$ cat config.mk
export PLATFORM = sky130hd
export DESIGN_NAME = digit_scanner
export DESIGN_NICKNAME = d
export VERILOG_FILES = /design/src/rtl/display_pkg.sv /design/src/rtl/scan_tick_gen.sv /design/src/rtl/digit_scanner.sv
export SDC_FILE = /design/constraint.sdc
export NUM_CORES = 1
export LEC_CHECK = 0
export CAP_MARGIN = 20
export CORE_ASPECT_RATIO = 0.5
export CORE_MARGIN = 2
export CORE_UTILIZATION = 54
export DETAILED_ROUTE_END_ITERATION = 8
export PLACE_DENSITY = 0.82
export REMOVE_ABC_BUFFERS = 1
export SLEW_MARGIN = 20
export SYNTH_ARGS = -nofsm -noshare
export SYNTH_HDL_FRONTEND = slang
export SYNTH_HIERARCHICAL = 1
export SYNTH_SLANG_ARGS = --single-unit
$ cat constraint.sdc
create_clock -name clk -period 3.7 [get_ports clk]
set_clock_uncertainty 0.05 [all_clocks]
set_input_delay 0.37 -clock clk [delete_from_list [all_inputs] [get_ports clk]]
set_output_delay 0.37 -clock clk [all_outputs]
set_load 0.02 [all_outputs]
$ cat src/rtl/display_pkg.sv
// Shared constants and helpers for the four-digit multiplexed BCD display.
package display_pkg;
  localparam int DIGITS   = 4;
  localparam int NIBBLE_W = 4;
  localparam int SEL_W    = $clog2(DIGITS);

  localparam logic [DIGITS-1:0]   AN_RESET   = 4'b1110;
  localparam logic [NIBBLE_W-1:0] BCD_MAX    = 4'd9;
  localparam logic [SEL_W-1:0]    LAST_DIGIT = SEL_W'(DIGITS - 1);

  // Active-low anode pattern for a slot: the idle pattern rotated left by sel.
  function automatic logic [DIGITS-1:0] anode_for(input logic [SEL_W-1:0] sel);
    logic [2*DIGITS-1:0] dbl;
    dbl = {AN_RESET, AN_RESET} << sel;
    return dbl[2*DIGITS-1 -: DIGITS];
  endfunction
endpackage

$ cat src/rtl/scan_tick_gen.sv
// Refresh prescaler: counts 0..REFRESH_DIV-1 and flags the wrap cycle as tick.
module scan_tick_gen #(
  parameter int REFRESH_DIV = 100000
) (
  input  logic clk,
  input  logic rst_n,
  output logic tick
);
  localparam int                CNT_W    = $clog2(REFRESH_DIV);
  localparam logic [CNT_W-1:0]  CNT_LAST = CNT_W'(REFRESH_DIV - 1);

  logic [CNT_W-1:0] cnt_q, cnt_d;

  // NOTE: every signal written here is assigned on every path, so no latch is inferred.
  always_comb begin
    tick  = (cnt_q == CNT_LAST);
    cnt_d = tick ? '0 : cnt_q + 1'b1;
  end

  // NOTE: state flops use non-blocking assignments so all of them update together.
  always_ff @(posedge clk or negedge rst_n) begin
    if (!rst_n) cnt_q <= '0;
    else        cnt_q <= cnt_d;
  end
endmodule

$ cat src/rtl/digit_scanner.sv
// Four-digit multiplexed BCD scanner with frame-synchronous value commit.
// Define DIGIT_SCANNER_LZB_EN to enable leading-zero blanking of digits 3..1.
module digit_scanner
  import display_pkg::*;
#(
  parameter int REFRESH_DIV = 100000
) (
  input  logic        clk,
  input  logic        rst_n,
  input  logic [15:0] value_in,
  input  logic        load,
  output logic [3:0]  digit_out,
  output logic [3:0]  an_out,
  output logic [1:0]  digit_sel,
  output logic        pending,
  output logic        frame_done,
  output logic        bcd_err
);
  logic tick;

  scan_tick_gen #(.REFRESH_DIV(REFRESH_DIV)) u_tick_gen (
    .clk  (clk),
    .rst_n(rst_n),
    .tick (tick)
  );

  logic [SEL_W-1:0]             sel_q, sel_d;
  logic [DIGITS*NIBBLE_W-1:0]   display_q, display_d;
  logic [DIGITS*NIBBLE_W-1:0]   shadow_q, shadow_d;
  logic                         pending_q, pending_d;
  logic                         frame_done_q, frame_done_d;
  logic                         commit;

  // A new value only reaches the display on the tick that starts a fresh frame,
  // so every frame is drawn from a single value. A load on that same tick
  // lands in the shadow after the old shadow has been committed.
  always_comb begin
    commit       = tick && (sel_q == LAST_DIGIT) && pending_q;
    sel_d        = tick ? sel_q + 1'b1 : sel_q;
    display_d    = commit ? shadow_q : display_q;
    shadow_d     = load ? value_in : shadow_q;
    pending_d    = load | (pending_q & ~commit);
    frame_done_d = commit;
  end

  always_ff @(posedge clk or negedge rst_n) begin
    if (!rst_n) begin
      sel_q        <= '0;
      display_q    <= '0;
      shadow_q     <= '0;
      pending_q    <= 1'b0;
      frame_done_q <= 1'b0;
    end else begin
      sel_q        <= sel_d;
      display_q    <= display_d;
      shadow_q     <= shadow_d;
      pending_q    <= pending_d;
      frame_done_q <= frame_done_d;
    end
  end

  always_comb begin
    digit_out = display_q[NIBBLE_W*sel_q +: NIBBLE_W];
    bcd_err   = (digit_out > BCD_MAX);
    an_out    = anode_for(sel_q);
`ifdef DIGIT_SCANNER_LZB_EN
    // Blank slot k when it and every digit above it are zero; slot 0 always lights.
    if ((sel_q != '0) && ((display_q >> (NIBBLE_W*sel_q)) == '0)) an_out = '1;
`endif
  end

  assign digit_sel  = sel_q;
  assign pending    = pending_q;
  assign frame_done = frame_done_q;
endmodule
==> flow_metrics.env, run 1 <==
export IMPL_drive_gt1_frac=0.232
export IMPL_p_per_area_nw_per_um2=396
export IMPL_drtIter0Drc=36
export IMPL_area_growth_pct=20.8
export IMPL_p_leak_nw=1.26
export IMPL_cts_setup_buffers=0
export IMPL_ys_seq_area_frac=0.573
export IMPL_clk_pin_slew_worst_paths_ps=90
export IMPL_finalSetupTns_ps=0
export IMPL_cts_resized=0
export IMPL_initial_utilization=0.578
export IMPL_cts_buffer_depth=2
export IMPL_io_buffers=31
export IMPL_drc=0
export IMPL_worst_pin_slew_ps=802
export IMPL_r2r_cells=6
export IMPL_syn_mean_instance_area_sq_um=13.8
export IMPL_drt_first_pass_iters=4
export IMPL_chipWidth_microns=96.6
export IMPL_clockRootBuffer="clkbuf_8"
export IMPL_cts_hold_buf=0
export IMPL_synth_cell_types=29
export IMPL_cts_htree_levels=2
export IMPL_diodes=0
export IMPL_fillers=268
export IMPL_ios=32
export IMPL_dp_slack_ps=1130
export IMPL_worst_ep_arrival_time_ps=2210
export IMPL_hold_violations=0
export IMPL_place_congestion=0.770
export IMPL_clk_latency_ps=300
export IMPL_synthCells=168
export IMPL_finalSetupViolCount=0
export IMPL_wl_per_cell_microns=14.9
export IMPL_p_total_w=0.00111
export IMPL_critPathLaunchType="flop"
export IMPL_cp_max_fo=9
export IMPL_slew_headroom=0.464
export IMPL_drv_cap=0
export IMPL_vdd_drop_max_uv=225
export IMPL_status="finished clean"
export IMPL_final_nets=226
export IMPL_core_area_sq_um=4000
export IMPL_period_minus_slack_ps=2630
export IMPL_grt_pass1_vias=1442
export IMPL_cts_buffers=5
export IMPL_post_route_period_util=0.710
export IMPL_synth_warnings=6
export IMPL_grt_max_degree=54
export IMPL_synth_seq_cells=53
export IMPL_final_cell_mix="53 x dfrtp_1, 32 x mux2_2, 30 x clkdlybuf4s50_1"
export IMPL_hold_path_class="primary input to async pin"
export IMPL_track_usage=0.183
export IMPL_cp_required_ps=3280
export IMPL_grt_pass1_wl_mm=6.58
export IMPL_rsz0062_at_grt="false"
export IMPL_cts_tree="built"
export IMPL_ant_nets=0
export IMPL_dieArea_sq_um=4860
export IMPL_synth_area_sq_um=2310
export IMPL_clkSinkCount=53
export IMPL_die_h_microns=50.3
export IMPL_r2r_end="display_q[11]$_DFFE_PN0P_"
export IMPL_via_per_inst=5.30
export IMPL_dp_cells=249
export IMPL_stdcell_count=257
export IMPL_reg2reg_from="u_tick_gen/cnt_q[11]$_DFF_PN0_"
export IMPL_wirelength_mm=3.83
export IMPL_dpl_hpwl_mm=2.61
export IMPL_final_common_cell="dfrtp_1"
export IMPL_crit_type="flop to output port"
export IMPL_fp_row_count=16
export IMPL_r2r_setup_slack_ps=1130
export IMPL_critPathCaptureType="output port"
export IMPL_grt_ovfl_total=0
export IMPL_setup_slack_ps=1070
export IMPL_fmax_ghz=0.381
export IMPL_vias=1362
export IMPL_slew_violations=0
export IMPL_antenna_found_initial=0
-- worst max-delay path, cell delays in order (launching register included) --
cell and delay, ps:
dfrtp_1 600, mux4_2 580, o21a_1 190, clkdlybuf4s50_1 530
-- per-stage QoR --
step	cell area (sq um)	util	hold slack, ps
2_1_floorplan	2280	-	24.4
3_3_place_gp	2660	0.664	422
3_5_place_dp	2660	0.665	389
4_1_cts	2800	0.698	50.4
5_1_grt	2800	0.698	79.3
6_report	2800	0.698	36.5
-- flip-flops by register name, summed over array words and instances, names as in the netlist --
register and cells:
frame_done 1, pending 1, u_tick_gen/cnt_q 17, display_q 16, digit_sel 2, shadow_q 16
-- metal layers --
layer / GRT usage / share of wire / vias up
li1: - / - / 656
met1: 0.215 / 0.43 / 682
met2: 0.317 / 0.53 / 22
met3: 0.0465 / 0.031 / 2
met4: 0.0822 / 0.0094 / 0
met5: 0 / 0 / -
-- how the worst max path moves through the flow --
stage	end	slack, ps	from	cells past startpoint
after global routing	bcd_err	940	digit_sel[0]$_DFFE_PN0P_	3
after floorplan	display_q[0]$_DFFE_PN0P_	1080	u_tick_gen/cnt_q[11]$_DFF_PN0_	5
after detailed placement	display_q[11]$_DFFE_PN0P_	1130	u_tick_gen/cnt_q[11]$_DFF_PN0_	6
after CTS	bcd_err	1040	digit_sel[0]$_DFFE_PN0P_	3
after global placement	display_q[13]$_DFFE_PN0P_	1230	u_tick_gen/cnt_q[11]$_DFF_PN0_	6
final	bcd_err	1070	digit_sel[0]$_DFFE_PN0P_	3
-- final cells by class --
| cell class | count | area (sq um) | area share |
|---|---|---|---|
| sequential | 53 | 1330 | 0.474 |
| timing repair buffer | 32 | 315 | 0.113 |
| multi-input combinational | 102 | 922 | 0.330 |
| clock inverter | 3 | 65.1 | 0.0233 |
| tap | 54 | 67.6 | 0.0242 |
| inverter | 8 | 30.0 | 0.0107 |
| clock buffer | 5 | 68.8 | 0.0246 |
-- cells in the mapped netlist, drive strengths merged --
cell | count | area [sq um]
dfrtp | 53 | 1330
mux2 | 32 | 360
nand2 | 10 | 37.5
nor2 | 9 | 33.8
xnor2 | 9 | 78.8
inv | 8 | 30.0
xor2 | 6 | 52.6
ha | 5 | 62.6
nand3 | 5 | 37.5
buf | 4 | 32.5
mux4 | 4 | 97.6
nand4 | 4 | 25.0
nor3 | 4 | 20.0
or4 | 3 | 26.3
and4 | 2 | 17.5
nor4 | 2 | 27.5
a21o | 1 | 7.51
a21oi | 1 | 5.00
clkbuf | 1 | 3.75
nor2b | 1 | 6.26
o21a | 1 | 7.51
o21ai | 1 | 5.00
o31ai | 1 | 7.51
or3 | 1 | 6.26
-- power by group --
| group | leakage, nW | internal (W) | switching [W] | total [W] |
|---|---|---|---|---|
| clock | 0.0681 | 0.000269 | 0.000182 | 0.000450 |
| combinational | 0.503 | 0.0000319 | 0.0000202 | 0.0000521 |
| sequential | 0.685 | 0.000596 | 0.00000871 | 0.000605 |
-- logic make-up (layout without fill, tap and decap cells) --
group           after synthesis  in the layout  share of synthesized area
xor+xnor                     15             15                     0.0568
buf+inv                      13             48                     0.0286
simple gates                 41             41                      0.103
flops                        53             53                      0.573
compound gates                5              5                     0.0141
mux                          36             36                      0.198
fa+ha+maj                     5              5                     0.0270
No activity file was read; power rests on OpenSTA's default activity.
==> run 2: changes to the inputs <==
==> constraint.sdc (replaced) <==
create_clock -name clk -period 2.5 [get_ports clk]
set_clock_uncertainty 0.05 [all_clocks]
set_input_delay 0.25 -clock clk [delete_from_list [all_inputs] [get_ports clk]]
set_output_delay 0.25 -clock clk [all_outputs]
set_load 0.02 [all_outputs]
==> run 2 against run 1 <==
  * First-iteration DRC count did not move
  * Count of clock-buffer cells in the layout did not move
  * Clock power rose by 4.4%
  * Combinational power rose by 51%
  * Global-route usage fell by 0.56 points
  * Design area fell by 0.85%
  * Worst hold slack improved by 330 ps
  * Sequential power rose by 48%
  * Critical path depth did not move
  * Flip-flop and latch count did not move
==> flow_metrics.env, run 2 (synthesis results as in run 1) <==
export IMPL_cts_buffers=5
export IMPL_hold_path_class="primary input to async pin"
export IMPL_final_cell_mix="52 x dfrtp_1, 32 x mux2_2, 30 x clkdlybuf4s50_1"
export IMPL_crit_chain="mux4_2, o21a_1, clkdlybuf4s50_1"
export IMPL_post_route_period_util=0.958
export IMPL_reg2reg_from="u_tick_gen/cnt_q[12]$_DFF_PN0_"
export IMPL_critPathCaptureType="output port"
export IMPL_ios=32
export IMPL_final_common_cell="dfrtp_1"
export IMPL_cp_max_fo=9
export IMPL_cts_setup_buffers=0
export IMPL_p_per_area_nw_per_um2=521
export IMPL_grt_ovfl_total=0
export IMPL_cpMaxStageDelayCell="mux4_2"
export IMPL_slew_headroom=0.494
export IMPL_vdd_drop_max_uv=295
export IMPL_clockRootBuffer="clkbuf_8"
export IMPL_grt_max_degree=33
export IMPL_fmax_ghz=0.417
export IMPL_regMostFlops="u_tick_gen/cnt_q"
export IMPL_cp_required_ps=2200
export IMPL_crit_type="flop to output port"
export IMPL_vias=1391
export IMPL_final_nets=229
export IMPL_p_total_w=0.00144
export IMPL_chipWidth_microns=96.6
export IMPL_drc=0
export IMPL_wirelength_mm=3.68
export IMPL_cts_buffer_depth=2
export IMPL_drive_gt1_frac=0.243
export IMPL_die_h_microns=50.3
export IMPL_hold_violations=0
export IMPL_dieArea_sq_um=4860
export IMPL_largest_register_ffs=17
export IMPL_critPathLaunchType="flop"
export IMPL_clk_pin_slew_worst_paths_ps=90
export IMPL_drtIter0Drc=36
export IMPL_slew_violations=0
export IMPL_clkSinkCount=53
export IMPL_fp_row_count=16
export IMPL_via_per_inst=5.35
export IMPL_place_congestion=0.809
export IMPL_dpl_hpwl_mm=2.59
export IMPL_io_buffers=31
export IMPL_drv_cap=0
export IMPL_period_minus_slack_ps=2400
export IMPL_max_stage_delay_ps=550
export IMPL_cts_htree_levels=2
export IMPL_worst_pin_slew_ps=756
export IMPL_fillers=276
export IMPL_area_growth_pct=19.7
export IMPL_core_area_sq_um=4000
export IMPL_finalSetupViolCount=0
export IMPL_grt_pass1_vias=1406
export IMPL_cts_tree="built"
export IMPL_worst_ep_arrival_time_ps=2100
export IMPL_cp_endpoint="bcd_err"
export IMPL_drt_first_pass_iters=4
export IMPL_rsz0062_at_grt="false"
export IMPL_r2r_setup_slack_ps=110
export IMPL_ant_nets=0
export IMPL_p_leak_nw=1.24
export IMPL_r2r_end="display_q[7]$_DFFE_PN0P_"
export IMPL_clk_latency_ps=310
export IMPL_final_util=0.692
export IMPL_crit_path_start="digit_sel[0]$_DFFE_PN0P_"
export IMPL_r2r_cells=5
export IMPL_largest_registers="u_tick_gen/cnt_q (17), display_q (16), shadow_q (16)"
export IMPL_status="finished clean"
export IMPL_antenna_found_initial=0
export IMPL_track_usage=0.177
export IMPL_grt_pass1_wl_mm=6.33
export IMPL_initial_utilization=0.578
export IMPL_wl_per_cell_microns=14.2
export IMPL_diodes=0
==> run 2: critical path, delay by kind of cell (launching register included) <==
family          cells  cell delay [ps]
flops               1              510
buf+inv             1              530
mux                 1              550
compound gates      1              200
==> run 2: stage by stage <==
step           worst slack, ps  std cells  area [sq um]  hold WS, ps  setup TNS (ps)
3_5_place_dp               129        251          2670          180               0
4_1_cts                   75.6        260          2770          378               0
3_3_place_gp               168        251          2670          175               0
6_report                   104        260          2770          369               0
2_1_floorplan             -125        163          2280        -95.6           -1990
5_1_grt                   18.9        260          2770          412               0
==> run 2: routing by layer <==
layer	vias up	routed length [microns]	global-route usage	share of wire
met5	-	0	0	0
li1	663	-	-	-
met4	0	45	0.0634	0.012
met2	12	1870	0.300	0.51
met3	4	88	0.0541	0.024
met1	712	1680	0.216	0.46
==> run 2: cell type report <==
| cell class | count | area [sq um] | share of cell area |
|---|---|---|---|
| multi-input cells | 102 | 922 | 0.333 |
| repair buffers | 35 | 338 | 0.122 |
| flip-flops and latches | 53 | 1330 | 0.479 |
| well taps | 54 | 67.6 | 0.0244 |
| clock buffers | 5 | 68.8 | 0.0248 |
| inverters | 8 | 30.0 | 0.0108 |
| clock inverters | 3 | 17.5 | 0.00632 |
==> run 2: repair_timing <==
| item | in CTS | in global routing |
|---|---|---|
| endpoints found under the hold margin | 21 | 0 |
| resized for setup | 1 | 0 |
| endpoints found under the setup margin | 1 | 0 |
| hold buffers | 1 | 0 |
==> run 2: power by group <==
group | switching, W | total [W] | internal [W]
combinational | 0.0000298 | 0.0000785 | 0.0000486
sequential | 0.0000127 | 0.000895 | 0.000882
clock | 0.000276 | 0.000470 | 0.000194
==> run 2: worst min-delay path by stage <==
stage | from | to | slack [ps] | cells past startpoint
3_5_place_dp | rst_n | shadow_q[12]$_DFFE_PN0P_ | 180 | 1
2_1_floorplan | rst_n | digit_sel[0]$_DFFE_PN0P_ | -100 | 0
6_report | rst_n | display_q[4]$_DFFE_PN0P_ | 370 | 2
4_1_cts | rst_n | shadow_q[14]$_DFFE_PN0P_ | 380 | 2
3_3_place_gp | rst_n | shadow_q[12]$_DFFE_PN0P_ | 170 | 1
5_1_grt | rst_n | shadow_q[12]$_DFFE_PN0P_ | 410 | 2
==> RTL edit 1, RTL diff (settings of run 2) <==
Make the reset (`rst_n`) synchronous in 2 clocked blocks.
--- a/src/rtl/scan_tick_gen.sv
+++ b/src/rtl/scan_tick_gen.sv
@@ -19,5 +19,5 @@
 
   // NOTE: state flops use non-blocking assignments so all of them update together.
-  always_ff @(posedge clk or negedge rst_n) begin
+  always_ff @(posedge clk) begin
     if (!rst_n) cnt_q <= '0;
     else        cnt_q <= cnt_d;
--- a/src/rtl/digit_scanner.sv
+++ b/src/rtl/digit_scanner.sv
@@ -44,5 +44,5 @@
   end
 
-  always_ff @(posedge clk or negedge rst_n) begin
+  always_ff @(posedge clk) begin
     if (!rst_n) begin
       sel_q        <= '0;
Behaviour: differs if rst_n is asserted again (counterexample within 4 cycles, from zero or initial values and one cycle with rst_n low); with rst_n held inactive, the same outputs for 10 cycles.
==> RTL edit 1 against run 2 <==
Sequential cell count unchanged; synthesized cell count increased by 41%; register-to-register slack improved by 0.24 ns; final area decreased by 0.86%; worst setup slack improved by 0.018 ns; highest routed layer unchanged; total power increased by 0.55%; wire length increased by 13%; utilization decreased by 0.59 points; area after synthesis decreased by 0.22%.
==> RTL edit 1: results (changes against run 2) <==
* Status: completed
* Ant diodes at 0 (unchanged)
* CP arrival at 2.08 ns (-0.02 ns)
* Hold Crit Class: reg -> reg
* DR iter-0 viols at 46 (+28%)
* Gpl congestion at 0.790 (-2.3%)
* Post-synthesis sequential area ratio at 45.9% (-11 points)
* Worst slew pin tran at 0.675 ns (-0.0816 ns)
* Pre-Repair DR Iteration Count at 4 (unchanged)
* Post-CTS resize count at 0 (-1)
* Setup WS pre-CTS at 0.356 ns (+0.227 ns)
* Fill count at 334 (+21%)
* All-layer global routing usage at 19.3% (+1.6 points)
* TritonCTS Buffers at 5 (unchanged)
* Number of setup buffers added after CTS at 0 (unchanged)
* Vias in the first global route at 1694 (+20%)
* Post-DP HPWL at 2860 um (+11%)
* Skew-Pair Late Insertion Delay at 0.31 ns (about the same)
* Layout Nets at 294 (+28%)
* Synth cell types at 33 (+14%)
* IR drop worst, VDD at 269 uV (-8.9%)
* IO buf count at 31 (unchanged)
* Clk pin slew, worst setup/hold paths at 0.10 ns
* DRT Wirelength at 4160 um (+13%)
* Area contributors post-synth: dfxtp_1 (46%), mux2i_1 (7.4%), nand2_1 (6.2%), a21boi_0 (4.9%), nor2b_1 (4.9%)
* Warnings, synthesis at 6 (unchanged)
* First-pass GRT wire length at 7220 um (+14%)
* Avg Vias per Cell at 5.23 (-2.3%)
* CP max-delay cell: mux4_1
* CTS root buffer: clkbuf_8
* Largest net degree at the start of global routing at 20 (-39%)
* Fraction of layout cells with a size suffix above 1 at 7.38% (-17 points)
* Clock Tree Buf Depth at 2 (unchanged)
* Placed Area at 2660 um^2 (-0.61%)
* Async S/R FF share, synth at 0% (-100 points)
* LEAKAGE at 1.00 nW (-20%)
* Biggest regs: u_tick_gen/cnt_q: 17 flops, display_q: 16 flops, shadow_q: 16 flops
* CP max stage delay at 0.56 ns
* Initial antenna violation count at 0 (unchanged)
* Top cells by instance count after synthesis: dfxtp_1 (53), nand2_1 (38), nor2_1 (18), nor2b_1 (18), mux2i_1 (17)
* Maximum net fanout on the critical path at 6 (-3)
* CTS H-tree depth at 2 (unchanged)
## RTL edit 1: changes by cell type after synthesis, moves of 3 or more
cell and delta:
mux2i_1 +17, nor2_1 +9, nor4_1 +3, dfrtp_1 -53, dfxtp_1 +53, mux2_2 -32
nor2b_1 +17, nand3_1 +3, a21boi_0 +15, nand2_1 +28
## RTL edit 1: final timing paths
path / startpoint / endpoint / slack (ns) / cells after the start
worst max-delay path: digit_sel[0] / digit_out[0] / 0.12 / 3
worst min-delay path: shadow_q[7] / display_q[7] / 0.41 / 2
worst max register to register: u_tick_gen/cnt_q[0] / display_q[9] / 0.35 / 9
worst min register to register: shadow_q[7] / display_q[7] / 0.41 / 2
## RTL edit 1: cell families (layout without fill, tap and decap cells)
logic type               after synthesis  in the layout  share of synthesized area (%)
AND/OR/NAND/NOR                      104            104                           22.5
flip-flops                            53             53                           45.9
multiplexers                          21             21                           11.6
AO/OA/AOI/OAI                         19             19                           6.66
buffers and inverters                 19             53                           4.55
XOR/XNOR                              16             16                           6.07
adder cells (fa/ha/maj)                5              5                           2.71
## RTL edit 1: layout make-up
class / count / share of cell area (%)
sequential: 53 / 38.6
inverter: 8 / 1.09
clock buffer: 5 / 2.50
clock inverter: 3 / 0.774
timing repair buffer: 37 / 12.9
multi-input combinational: 165 / 41.6
tap: 54 / 2.46
## RTL edit 1: routing by layer
layer / share of wire (%) / global-route usage [%] / vias up / wire, um
li1: - / - / 857 / -
met1: 46 / 22.4 / 811 / 1900
met2: 50 / 34.5 / 22 / 2070
met3: 3.1 / 5.26 / 9 / 129
met4: 1.6 / 6.57 / 0 / 67
met5: 0 / 0 / - / 0
## RTL edit 1: power breakdown
group	internal (mW)	leakage (nW)	switching (mW)
Sequential	0.864	0.431	0.0142
Clock	0.199	0.0445	0.281
Combinational	0.0560	0.524	0.0363
Total	1.12	1.00	0.332
## RTL edit 1: critical path, delay by kind of cell, from the launching register on
kind     cells  cell delay, ns
buf+inv      2            0.75
mux          1            0.56
flops        1            0.46
## RTL edit 1: per-stage QoR
stage	util, %	instances	hold slack, ns
2_1_floorplan	-	226	0.322
3_3_place_gp	66.4	317	0.392
3_5_place_dp	66.4	317	0.403
4_1_cts	68.6	325	0.417
5_1_grt	68.6	325	0.452
6_report	68.6	325	0.411
==> RTL edit 2, RTL diff (flow settings as in run 2) <==
Made on the original files. Build with the macro `DIGIT_SCANNER_LZB_EN` defined.
--- a/src/rtl/digit_scanner.sv
+++ b/src/rtl/digit_scanner.sv
@@ -1,4 +1,6 @@
 // Four-digit multiplexed BCD scanner with frame-synchronous value commit.
 // Define DIGIT_SCANNER_LZB_EN to enable leading-zero blanking of digits 3..1.
+`define DIGIT_SCANNER_LZB_EN
+
 module digit_scanner
   import display_pkg::*;
Check against the original RTL: same outputs for any inputs over 10 cycles, from zero or initial values and one cycle with rst_n low; that may be too few to reach the edited logic, so the function may still have changed.
==> RTL edit 2 against run 2 <==
Total power grew 8.8%; global-route usage grew 3.4 points; worst setup slack lost 0.086 ns; utilization grew 5.6 points; critical path depth grew 1; sequential cell count is the same; final cell count grew 11%; area after synthesis grew 1.4%; wire length grew 36%; final area grew 8.6%; first-iteration DRC count shrank 8.3%; die area grew 1.3%; critical endpoint is now an_out[1]; highest routed layer unchanged.
==> RTL edit 2: results (changes against run 2) <==
* Comb pwr share at 5.1% (-0.3 points)
* Synth Instances at 176 (+4.8%)
* All-layer global routing usage at 21.1% (+3.4 points)
* Synth Area in XOR/XNOR at 5.60% (-0.076 points)
* Placed insts at 274 (+9.2%)
* Maximum net fanout on the critical path at 4 (-5)
* Status: completed
* Setup WS pre-CTS at -0.0575 ns (-0.186 ns)
* Sw Ratio at 19.9% (-2.2 points)
* IR drop worst, VDD at 358 uV (+21%)
* Post-synthesis sequential area ratio at 56.5% (-0.76 points)
* Gpl congestion at 0.805 (-0.45%)
* CP max stage delay at 0.57 ns (+0.02 ns)
* Layout Nets at 258 (+13%)
* CP arrival at 2.18 ns (+0.08 ns)
* Multiplexer share of the synthesized area at 19.4% (-0.42 points)
* Top cells by instance count after synthesis: dfrtp_1 (53), mux2_2 (29), nand2_1 (10), nor2_1 (10), xnor2_1 (9)
* Post-DP HPWL at 3270 um (+27%)
* Fraction of layout cells with a size suffix above 1 at 31.5% (+7.2 points)
* Fill count at 248 (-10%)
* First-pass GRT wire length at 7920 um (+25%)
* Clock Power Share at 37.8% (+5.3 points)
* Worst slew pin tran at 0.838 ns (+0.0817 ns)
* Hold Crit Class: reg -> reg
* Synth cell types at 30 (+3.4%)
* Vias post-DR at 1602 (+15%)
[RTL edit 2: cell types whose count changed after synthesis, moves of 2 or more]
cell      before  now
o21ai_1        0    3
mux2_1         0    3
inv_1          8    5
nor4_1         1    3
clkbuf_1       1    4
buf_2          2    0
mux2_2        32   29
[RTL edit 2: repair_timing]
action | CTS | global route
buffers inserted | 0 | 6
resized for setup | 13 | 9
endpoints found under the setup margin | 4 | 3
hold endpoints to repair | 30 | 0
hold buffers | 1 | 0
[RTL edit 2: layout make-up]
type | count | share of cell area [%]
multi-input cells | 113 | 32.8
repair buffers | 56 | 16.4
clock inverters | 1 | 0.998
inverters | 5 | 0.623
well taps | 54 | 2.24
flip-flops and latches | 53 | 44.1
clock buffers | 7 | 2.87
[RTL edit 2: metal layers]
layer	global-route usage (%)	part of all wire (%)	vias up
li1	-	-	747
met1	24.5	42	801
met2	37.6	52	41
met3	5.15	3.6	13
met4	10.2	2.4	0
met5	0	0	-
[RTL edit 2: logic make-up (layout without fill, tap and decap cells)]
group / count (synthesis) / after routing
buffers and inverters: 10 / 69
DFF: 53 / 53
muxes: 36 / 36
xor gates and xnor gates: 15 / 15
and+or+nand+nor: 46 / 46
AOI/OAI and AO/OA: 11 / 11
adders and majority gates: 5 / 5
[RTL edit 2: final timing paths]
path                       slack (ns)            startpoint  cells past startpoint                   to
hold reg to reg                  0.44   u_tick_gen/cnt_q[0]                      1  u_tick_gen/cnt_q[0]
min in group asynchronous        0.50                 rst_n                      2          shadow_q[4]
hold / removal                   0.44   u_tick_gen/cnt_q[0]                      1  u_tick_gen/cnt_q[0]
max in group asynchronous        1.25                 rst_n                      3        display_q[10]
setup reg to reg                 0.18  u_tick_gen/cnt_q[11]                      6         display_q[3]
setup / recovery                 0.02          digit_sel[0]                      4            an_out[1]
